File: src/rtl/seq_multiplier.sv
// rtl/seq_multiplier.sv - multi-cycle shift-add multiplier with signed/saturate modes
module seq_multiplier #(
  parameter int WIDTH = 8,
  parameter int CNT_W = $clog2(WIDTH + 1)
) (
  input  logic               clk,
  input  logic               rst_n,
  input  logic               in_valid,
  output logic               in_ready,
  input  logic [WIDTH-1:0]   a,
  input  logic [WIDTH-1:0]   b,
  input  logic               signed_mode,
  input  logic               sat_mode,
  output logic               out_valid,
  input  logic               out_ready,
  output logic [2*WIDTH-1:0] product_full,
  output logic [WIDTH-1:0]   product,
  output logic               overflow
);

  typedef enum logic [1:0] {IDLE, CALC, DONE} state_t;

  state_t             state;
  logic [WIDTH-1:0]   mcand;
  logic [2*WIDTH-1:0] acc;
  logic [CNT_W-1:0]   cnt;
  logic               neg_r;
  logic               signed_r;
  logic               sat_r;

  logic [WIDTH-1:0]   mag_a;
  logic [WIDTH-1:0]   mag_b;
  logic               neg_in;
  logic [WIDTH-1:0]   addend;
  logic [WIDTH:0]     sum;
  logic [2*WIDTH-1:0] acc_next;
  logic [2*WIDTH-1:0] fin_full;
  logic               fin_of;
  logic [WIDTH-1:0]   fin_prod;

  // Operand magnitudes and result sign; the most negative value maps to 2^(WIDTH-1) unchanged as unsigned
  always_comb begin
    mag_a  = (signed_mode && a[WIDTH-1]) ? (~a + 1'b1) : a;
    mag_b  = (signed_mode && b[WIDTH-1]) ? (~b + 1'b1) : b;
    neg_in = signed_mode && (a[WIDTH-1] ^ b[WIDTH-1]) && (|a) && (|b);
  end

  // One shift-add step: the multiplier sits in the low half and is consumed LSB first
  always_comb begin
    addend   = acc[0] ? mcand : '0;
    sum      = {1'b0, acc[2*WIDTH-1:WIDTH]} + {1'b0, addend};
    acc_next = {sum, acc[WIDTH-1:1]};
  end

  // Final sign fix-up, overflow detection and saturation, applied on the last step
  always_comb begin
    fin_full = neg_r ? (~acc_next + 1'b1) : acc_next;
    if (signed_r) begin
      fin_of = !((&fin_full[2*WIDTH-1:WIDTH-1]) || !(|fin_full[2*WIDTH-1:WIDTH-1]));
    end else begin
      fin_of = |fin_full[2*WIDTH-1:WIDTH];
    end
    fin_prod = fin_full[WIDTH-1:0];
    if (sat_r && fin_of) begin
      if (!signed_r) begin
        fin_prod = '1;
      end else if (fin_full[2*WIDTH-1]) begin
        fin_prod = {1'b1, {(WIDTH-1){1'b0}}};
      end else begin
        fin_prod = {1'b0, {(WIDTH-1){1'b1}}};
      end
    end
  end

  // Control FSM and datapath registers; outputs only change on the CALC-to-DONE edge
  always_ff @(posedge clk or negedge rst_n) begin
    if (!rst_n) begin
      state        <= IDLE;
      in_ready     <= 1'b1;
      out_valid    <= 1'b0;
      product_full <= '0;
      product      <= '0;
      overflow     <= 1'b0;
      mcand        <= '0;
      acc          <= '0;
      cnt          <= '0;
      neg_r        <= 1'b0;
      signed_r     <= 1'b0;
      sat_r        <= 1'b0;
    end else begin
      case (state)
        IDLE: begin
          if (in_valid) begin
            mcand    <= mag_a;
            acc      <= {{WIDTH{1'b0}}, mag_b};
            cnt      <= '0;
            neg_r    <= neg_in;
            signed_r <= signed_mode;
            sat_r    <= sat_mode;
            in_ready <= 1'b0;
            state    <= CALC;
          end
        end
        CALC: begin
          acc <= acc_next;
          cnt <= cnt + 1'b1;
          if (cnt == CNT_W'(WIDTH - 1)) begin
            product_full <= fin_full;
            product      <= fin_prod;
            overflow     <= fin_of;
            out_valid    <= 1'b1;
            state        <= DONE;
          end
        end
        DONE: begin
          if (out_ready) begin
            out_valid <= 1'b0;
            in_ready  <= 1'b1;
            state     <= IDLE;
          end
        end
        default: begin
          state <= IDLE;
        end
      endcase
    end
  end

endmodule
File: config.mk
export PLATFORM = sky130hd
export DESIGN_NAME = seq_multiplier
export DESIGN_NICKNAME = d
export VERILOG_FILES = /design/src/rtl/seq_multiplier.sv
export SDC_FILE = /design/constraint.sdc
export NUM_CORES = 1
export LEC_CHECK = 0
export ABC_AREA = 1
export BUFFER_PORTS_ARGS = -buffer_cell sky130_fd_sc_hd__buf_2
export CORE_MARGIN = 2
export CORE_UTILIZATION = 45
export DETAILED_ROUTE_END_ITERATION = 16
export PLACE_DENSITY = 0.66
export RECOVER_POWER = 25
export SLEW_MARGIN = 20
export SYNTH_ARGS = -nofsm -noshare
export SYNTH_HDL_FRONTEND = slang
export SYNTH_SLANG_ARGS = --single-unit
File: constraint.sdc
create_clock -name clk -period 5.9 [get_ports clk]
set_clock_uncertainty 0.2 [all_clocks]
set_input_delay 0.295 -clock clk [delete_from_list [all_inputs] [get_ports clk]]
set_output_delay 0.295 -clock clk [all_outputs]
set_load 0.05 [all_outputs]
==> flow_metrics.tcl, run 1 <==
set metrics [dict create \
    status "finished, violations left" \
    violations "max-capacitance violations, max-slew violations" \
    gp_congestion 0.850 \
    clkPwrFrac_pct 12.7 \
    wl_per_cell_microns 12.6 \
    syn-instance-count 501 \
    grt-ovfl-total 0 \
    grt_util_met2_pct 30.5 \
    fmax_mhz 279 \
    synth_fa_ha_area_share_pct 4.49 \
    cts.clk_slew.worst_paths_ns 0.06 \
    swShare_pct 53.6 \
    rsz0062_at_grt "false" \
    finalCritPeriodShare_pct 60.7 \
    hold_path.class "primary input to flip-flop" \
    reg2reg_slack_ns 2.76 \
    num_rows 33 \
    clk_latency_ns 0.34 \
    path_class "primary input to async pin" \
    met1_usage_pct 27.5 \
    worstSetupStartpoint "rst_n" \
    syn_to_final_growth_pct 14.2 \
    yosys_warnings 0 \
    antenna_found_initial 0 \
    final_common_cell "nand2_1" \
    top_level_ports 49 \
    grt_max_degree 61 \
    grt_pass1_wl_mm 14.1 \
    via_per_inst 4.98 \
    register_area_sq_mm 0.00150 \
    timing.rr.end "product[4]" \
    drive_gt1_share_pct 18.6 \
    synth_compound_area_share_pct 9.68 \
    final_antenna_net_count 0 \
    setup_viol 0 \
    cts_buffers 9 \
    syn_nets 536 \
    p_per_area_mw_per_mm2 640 \
    wl_mm 8.34 \
    syn-cell-area_sq_mm 0.00379 \
    dpl_cell_area_sq_mm 0.00412 \
    ys_seq_area_share_pct 39.7 \
    synth.distinct_cells 41 \
    finalHoldViolations 0 \
    n_fill_cell 807 \
    synthMuxAreaShare_pct 0.264 \
    drv_slew 61 \
    first_iter_violations 167 \
    synth_area_leader_cell "dfrtp_1" \
    core_sq_mm 0.00818 \
    cts_tree "built" \
    required_ns 5.44 \
    portBuffers 48 \
    r2r_start "acc[0]" \
    grt_util_met3_pct 4.31 \
    p_comb_share_pct 59.7 \
    cp-start-kind "primary input" \
    internal-power_w 0.00128 \
    cp_max_fo 60 \
    utilization_pct 52.9 \
    max_slew_margin_pct -108 \
    multi_input_area_sq_mm 0.00201 \
    worstSetupEndpoint "product_full[13]" \
    synth-xor-area-share_pct 3.01 \
    fin_setup_tns_ns 0 \
    root_buffer "clkbuf_8" \
    syn_avg_cell_area_sq_um 7.56 \
    async_flop_share_pct 100 \
    drt-pass1-iter-count 5 \
    ys_seq_elements 60 \
    grtUsageTotal_pct 19.8 \
    min_from "a[0]" \
    drc 0 \
    finalNetCount 589 \
    numClockSinks 60 \
    period_needed_ns 3.58 \
    synthSimpleGateAreaFrac_pct 35.6 \
    die_h_microns 95.8 \
    synth_top_area_share_pct 39.0 \
    synth-edff-count 0 \
    r2r_cells 20 \
    netlist_top_cells_area "dfrtp_1 39%, nand2_1 17%, inv_1 4.9%" \
    p_leak_nw 2.27 \
    seq_power_share_pct 27.6 \
    die_x_microns 95.8 \
    drv_cap 1 \
    clockBufferDepth 2 \
    die_area_sq_mm 0.00917 \
    switchingPower_w 0.00148 \
    fin_area_sq_mm 0.00433 \
    htree_levels 3 \
    max_slew.worst_pin.slew_ns 3.12 \
    cp-end-kind "async pin" \
    top_usage_layer "met2" \
    dp_hpwl_mm 6.33 \
    final_cell_mix "168 x nand2_1, 59 x dfrtp_1, 49 x inv_1" \
    diodes 0 \
    cts_resized 0 \
    peakVddDrop_v 0.000197 \
    dr_total_vias 3309 \
    synth_top_family_by_area "simple AND/OR/NAND/NOR gates" \
    start_util_pct 46.3 \
    synth_top_flop_cell "dfrtp_1" \
    first_global_vias 3071 \
    cp_data_arrival_time_ns 3.12 \
]
metal layers:
| layer | vias to the layer above | part of all wire [%] |
|---|---|---|
| met3 | 9 | 4.4 |
| met5 | - | 0 |
| met1 | 1520 | 49 |
| met4 | 0 | 1.6 |
| met2 | 63 | 45 |
| li1 | 1717 | - |
how the worst min path moves through the flow:
stage / endpoint / cells after the start
after floorplan: acc[0] / 0
after global placement: in_ready / 2
after detailed placement: in_ready / 2
after CTS: mcand[7] / 4
after global routing: mcand[7] / 4
final: mcand[7] / 4
worst max-delay path, cell delays in order:
cell and delay, ns:
dlygate4sd3_1 0.52, buf_2 0.09, clkbuf_1 2.20
synth_stat cells, types with 2 or more instances:
cell type and count:
o21ai_0 35, nand2_2 17, xor2_1 7, ha_1 12
nor3_1 6, a21oi_1 12, nand2_1 168, a22oi_1 3
clkinv_1 2, nand2_4 6, a31oi_1 4, inv_2 4
nor2_2 4, nor2_1 34, nor4_1 2, nand3_4 2
a22o_1 2, buf_6 2, xnor2_1 6, inv_1 49
nand3_2 7, a21oi_2 2, dfrtp_1 59, nand3b_1 5
clkbuf_1 8, nand3_1 22, nand4_1 4, o221ai_1 4
area by class of cell:
| cell class | instances | area share, % |
|---|---|---|
| clock buffer | 13 | 3.91 |
| multi-input combinational | 373 | 46.5 |
| timing repair buffer | 54 | 6.36 |
| clock inverter | 3 | 0.492 |
| sequential | 60 | 34.7 |
| tap | 105 | 3.04 |
| inverter | 56 | 4.92 |
cells by family after synthesis:
group / count (synthesis)
AO/OA/AOI/OAI: 64
XOR/XNOR: 13
adder cells (fa/ha/maj): 13
buffers and inverters: 68
flip-flops: 60
multiplexers: 1
AND/OR/NAND/NOR: 282
per-stage QoR:
step / power [W] / setup WS (ns) / hold WS (ns) / instances
6_report: 0.00277 / 2.32 / 0.0751 / 664
5_1_grt: 0.00304 / 1.58 / 0.0752 / 664
4_1_cts: 0.00279 / 2.77 / 0.0608 / 664
3_5_place_dp: 0.00244 / 2.77 / 0.257 / 645
3_3_place_gp: 0.00240 / 2.85 / 0.251 / 645
2_1_floorplan: 0.00207 / 3.02 / -0.201 / 501
state kept, by name, summed over array words and instances, names as in the netlist:
name          cells
acc              16
product_full     16
mcand             8
product           8
cnt               4
state             2
in_ready          1
neg_r             1
out_valid         1
overflow          1
sat_r             1
signed_r          1
power by group through the flow:
stage | combinational [W] | clock (W) | sequential, W
final | 0.00165 | 0.000353 | 0.000763
after global routing | 0.00187 | 0.000379 | 0.000793
after CTS | 0.00167 | 0.000357 | 0.000760
after detailed placement | 0.00167 | 0 | 0.000767
after global placement | 0.00164 | 0 | 0.000761
after floorplan | 0.00107 | 0 | 0.000995
what timing repair did:
action / in CTS / in global routing
setup endpoints to repair: 0 / 0
hold endpoints to repair: 61 / 0
hold buffers: 3 / 0
setup buffers: 0 / 0
No activity file was read; power rests on OpenSTA's default activity.
==> run 2, diff against run 1 <==
Settings changed: PLACE_DENSITY 0.66 to 0.68.
Clock period 5.9 ns to 3.1 ns, I/O delays scaled along.
==> run 2 against run 1 <==
- the flow now finishes without violations
- cell count rose by 3.6%
- die area did not move
- critical endpoint is now product[2]
- clock power rose by 140%
- global-route usage rose by 0.46 points
- critical path type is now flip-flop to flip-flop
- count of clock-buffer cells in the layout fell by 3
- critical path depth rose by 18
- non-clock buffer count rose by 24
- sequential power rose by 85%
- register-to-register slack got worse by 2.5 ns
- flip-flop and latch count did not move
==> flow_metrics.tcl, run 2 (synthesis gave the netlist of run 1 again) <==
set metrics [dict create \
    status "completed" \
    finalHoldViolations 0 \
    fmax_mhz 347 \
    grtUsageTotal_pct 20.3 \
    cp_slowest_cell "fa_2" \
    die_h_microns 95.8 \
    dp_hpwl_mm 6.39 \
    htree_levels 3 \
    cts_tree "built" \
    setup_viol 0 \
    wl_per_cell_microns 12.5 \
    reg.largest.list "acc (16), product_full (16)" \
    grt_util_met3_pct 4.07 \
    internal-power_w 0.00273 \
    portBuffers 48 \
    p_per_area_mw_per_mm2 1220 \
    fin_setup_tns_ns 0 \
    r2r_start "mcand[0]" \
    peakVddDrop_v 0.000372 \
    p_leak_nw 2.34 \
    cts_buffers 9 \
    max_slew_margin_pct 33.1 \
    grt-ovfl-total 0 \
    clkPwrFrac_pct 15.1 \
    grt_pass1_wl_mm 14.6 \
    root_buffer "clkbuf_8" \
    drt-pass1-iter-count 5 \
    dpl_cell_area_sq_mm 0.00415 \
    cp.depth 21 \
    cp-start-kind "flip-flop" \
    total_power_w 0.00566 \
    slowest_delay_ns 0.40 \
    numClockSinks 60 \
    final_antenna_net_count 0 \
    met1_usage_pct 26.3 \
    fin_area_sq_mm 0.00463 \
    crit_family "simple AND/OR/NAND/NOR gates" \
    timing.rr.end "product[2]" \
    cp_common_cell "nand2_1" \
    path_class "flip-flop to flip-flop" \
    die_x_microns 95.8 \
    cp-end-kind "flip-flop" \
    final_cell_mix "162 x nand2_1, 59 x dfrtp_1, 47 x inv_1" \
    p_comb_share_pct 60.0 \
    drc 0 \
    crit_buf_inv 3 \
    max_slew.worst_pin.slew_ns 1.00 \
    gp_congestion 0.887 \
    drv_cap 0 \
    fin_cells 688 \
    worstSetupEndpoint "product[2]" \
    rsz0062_at_grt "false" \
    finalCritPeriodShare_pct 92.9 \
    reg2reg_slack_ns 0.22 \
    swShare_pct 51.8 \
    r2r_cells 21 \
    placed_cells 648 \
    first_global_vias 3334 \
    seq_power_share_pct 24.9 \
    top_level_ports 49 \
    grt_util_met2_pct 33.6 \
    hold_path.class "primary input to flip-flop" \
    num_rows 33 \
    via_per_inst 5.01 \
    syn_to_final_growth_pct 22.3 \
    cts.clk_slew.worst_paths_ns 0.07 \
    clockBufferDepth 2 \
    cp_data_arrival_time_ns 2.91 \
    clk_latency_ns 0.33 \
    start_util_pct 46.3 \
    first_iter_violations 166 \
    period_needed_ns 2.88 \
    grt_max_degree 44 \
    required_ns 3.13 \
    final_common_cell "nand2_1" \
    die_area_sq_mm 0.00917 \
    drive_gt1_share_pct 18.9 \
    core_sq_mm 0.00818 \
    cp_cell_sequence "nand2_1 > inv_1 > ha_4 > fa_2 > inv_2 > nand2_1 > nand2_2 > nand2_2 > nor2_2 > nand3_2 > buf_4 > nand3_2 > nand2_4 > nor2_2 > nand2_1 > nor2_2 > nand3_4 > nand4_4 > nand2_1 > nand2_1 > nand2_1" \
    worstSetupStartpoint "mcand[0]" \
    dr_total_vias 3447 \
    switchingPower_w 0.00293 \
    antenna_found_initial 0 \
    drv_slew 0 \
    wl_mm 8.62 \
    finalNetCount 613 \
    cp_max_fo 7 \
    top_usage_layer "met2" \
    diodes 0 \
]
-- run 2: changes by cell type in the layout (fill, tap and decap cells not counted), sizes merged --
cell         previous run  this run
clkbuf                 25        38
inv                    54        55
dlygate4sd3             3        21
buf                    39        29
bufinv                  0         3
clkinv                  4         3
-- run 2: power by group through the flow --
| stage | clock network [W] | registers (W) | logic [W] |
|---|---|---|---|
| after floorplan | 0 | 0.00189 | 0.00204 |
| after global placement | 0 | 0.00140 | 0.00320 |
| after detailed placement | 0 | 0.00141 | 0.00326 |
| after CTS | 0.000870 | 0.00140 | 0.00331 |
| after global routing | 0.000903 | 0.00146 | 0.00379 |
| final | 0.000856 | 0.00141 | 0.00340 |
-- run 2: tightest hold or removal path: cells and delay by family --
kind	cells	cell delay, ns
AO/OA/AOI/OAI	1	0.15
buffers and inverters	2	0.19
-- run 2: per-layer routing --
layer  vias to the layer above  share of wire, %
met5                         -                 0
met4                         0               2.0
met3                        16               3.7
met2                        69                46
met1                      1601                48
li1                       1761                 -
-- run 2: cell type report --
| class | instances | area (sq um) |
|---|---|---|
| flip-flops and latches | 60 | 1500 |
| repair buffers | 78 | 480 |
| well taps | 105 | 131 |
| multi-input cells | 373 | 2070 |
| inverters | 56 | 213 |
| clock buffers | 10 | 128 |
| clock inverters | 6 | 111 |
| fillers | 774 | 3540 |
-- run 2: what timing repair did --
item	CTS	global route
resized for setup	0	18
setup buffers	0	3
hold endpoints to repair	60	0
endpoints found under the setup margin	0	9
hold buffers	21	0
-- run 2: worst min-delay path by stage --
stage / start / to / cells past startpoint
floorplan: rst_n / acc[0] / 0
global placement: rst_n / mcand[3] / 1
detailed placement: rst_n / mcand[3] / 1
CTS: b[0] / acc[0] / 3
global route: b[0] / acc[0] / 3
finish: b[0] / acc[0] / 3
-- run 2: metrics by stage --
stage / setup WS [ns] / hold slack, ns / utilization [%]
global route: 0.00544 / 0.0340 / 56.7
floorplan: 0.225 / -0.341 / -
CTS: 0.126 / 0.0205 / 56.2
finish: 0.220 / 0.0231 / 56.7
global placement: 0.195 / 0.160 / 50.7
detailed placement: 0.126 / 0.163 / 50.7
==> run 3, diff against run 2 <==
Settings changed: ABC_CLOCK_PERIOD_IN_PS from default to 3100, CORE_MARGIN 2 to 5.
==> run 3 against run 2 <==
- global-route usage is 2.8 points lower
- final area is 0.59% higher
- highest routed layer unchanged
- critical endpoint is now product[3]
- worst hold slack worse by 0.015 ns
- sequential share of layout area is 0.19 points lower
==> flow_metrics.tcl, run 3 (synthesis gave the netlist of run 1 again) <==
set metrics [dict create \
    clockBufferDepth 2 \
    slowest_delay_ns 0.47 \
    wl_per_cell_microns 12.4 \
    switchingPower_w 0.00291 \
    htree_levels 3 \
    final_antenna_net_count 0 \
    rsz0062_at_grt "true" \
    wl_mm 8.54 \
    cp-start-kind "flip-flop" \
    p_comb_share_pct 61.8 \
    portBuffers 48 \
    grt_pass1_wl_mm 14.6 \
    cts.clk_slew.worst_paths_ns 0.08 \
    cp_slowest_cell "fa_2" \
    grt_max_degree 46 \
    cp_max_fo 8 \
    antenna_found_initial 0 \
    grtUsageTotal_pct 17.5 \
    die_x_microns 102 \
    reg.largest.list "acc (16), product_full (16)" \
    drc 0 \
    die_area_sq_mm 0.0104 \
    cp_cell_sequence "nand2_1 > inv_2 > ha_4 > fa_2 > nor2_1 > nand2_2 > nor2_2 > nand3_2 > nand2_2 > nand2_2 > nand2_2 > nand2_2 > nor2_4 > nand2_4 > nor2_8 > nand2_4 > nand3_4 > nand2_1 > nand2_1 > nand2_1 > nand2_1" \
    drt-pass1-iter-count 5 \
    diodes 0 \
    swShare_pct 52.4 \
    p_per_area_mw_per_mm2 1190 \
    via_per_inst 4.95 \
    num_rows 33 \
    period_needed_ns 3.01 \
    required_ns 3.18 \
    cp_data_arrival_time_ns 3.09 \
    drive_gt1_share_pct 24.2 \
    first_iter_violations 164 \
    cts_tree "built" \
    final_common_cell "nand2_1" \
    peakVddDrop_v 0.000391 \
    utilization_pct 56.7 \
    status "completed" \
    dp_hpwl_mm 6.41 \
    numClockSinks 60 \
    finalCritPeriodShare_pct 97.2 \
    hold_path.class "primary input to flip-flop" \
    gp_congestion 0.823 \
    die_h_microns 102 \
    drv_slew 0 \
    clkPwrFrac_pct 12.6 \
    max_slew.worst_pin.slew_ns 1.11 \
    fmax_mhz 332 \
    top_level_ports 49 \
    final_cell_mix "160 x nand2_1, 59 x dfrtp_1, 47 x buf_2" \
    finalNetCount 616 \
    clk_latency_ns 0.33 \
    max_slew_margin_pct 25.9 \
    cts_buffers 9 \
    syn_to_final_growth_pct 23.0 \
    core_sq_mm 0.00822 \
    drv_cap 0 \
    grt-ovfl-total 0 \
    internal-power_w 0.00264 \
    setup_viol 0 \
    finalHoldViolations 0 \
    root_buffer "clkbuf_8" \
    dr_total_vias 3418 \
    seq_power_share_pct 25.6 \
    p_leak_nw 2.43 \
    path_class "flip-flop to flip-flop" \
    first_global_vias 3203 \
    cp-end-kind "flip-flop" \
    start_util_pct 46.1 \
    total_power_w 0.00555 \
]
run 3: cell types whose count changed in the layout (fill, tap and decap cells not counted), moves of 2 or more:
cell	before	now
bufinv_16	3	1
nand2_1	162	160
buf_4	8	12
buf_2	21	47
a21oi_2	3	1
clkbuf_1	29	1
nor2_1	30	33
nand2_2	22	24
nor2_2	8	4
run 3: final timing paths:
path / from / to / slack [ns] / cells past startpoint
worst max-delay path: acc[0] / product[3] / 0.09 / 21
worst min-delay path: b[6] / acc[6] / 0.009 / 4
worst max register to register: acc[0] / product[3] / 0.09 / 21
worst min register to register: product[7] / product[7] / 0.27 / 2
max in group asynchronous: rst_n / acc[15] / 1.51 / 3
min in group asynchronous: rst_n / mcand[3] / 0.38 / 2
run 3: worst max-delay path, delay by kind of cell, from the launching register on:
kind / cells / cell delay, ns
adder cells (fa/ha/maj): 2 / 0.63
buffers and inverters: 1 / 0.05
flip-flops: 1 / 0.42
AND/OR/NAND/NOR: 18 / 1.65
run 3: layout make-up:
class / count / area (sq um)
Fill cell: 746 / 3560
Multi-Input combinational cell: 373 / 2080
Sequential cell: 60 / 1500
Timing Repair Buffer: 81 / 541
Inverter: 56 / 213
Tap cell: 105 / 131
Clock buffer: 10 / 128
Clock inverter: 6 / 63.8
run 3: stage by stage:
stage               std cells  TNS (ns)  hold slack, ns  setup slack (ns)  area, sq um
floorplan                 501         0          -0.341             0.225         3790
global placement          648         0           0.156            0.0990         4150
detailed placement        648         0           0.165            0.0423         4150
CTS                       685         0         0.00779            0.0453         4550
global route              691    -0.976          0.0128            -0.136         4660
finish                    691         0         0.00850            0.0877         4660
run 3: timing repair:
item / in CTS / in global routing
setup endpoints to repair: 0 / 9
buffers inserted: 0 / 6
gates resized for setup: 0 / 21
endpoints found under the hold margin: 62 / 0
hold buffers: 21 / 0
run 3: power by group through the flow:
stage                     sequential, W  clock (W)  combinational, W
after floorplan                 0.00189          0           0.00204
after detailed placement        0.00143          0           0.00321
final                           0.00142   0.000700           0.00343
after global placement          0.00142          0           0.00316
after CTS                       0.00142   0.000709           0.00326
after global routing            0.00147   0.000750           0.00382
run 3: routing by layer:
layer  global-route usage [%]  wire length (microns)
met5                        0                      0
met4                     6.03                    116
met3                     2.34                    379
met2                     27.6                   3900
met1                     24.7                   4150
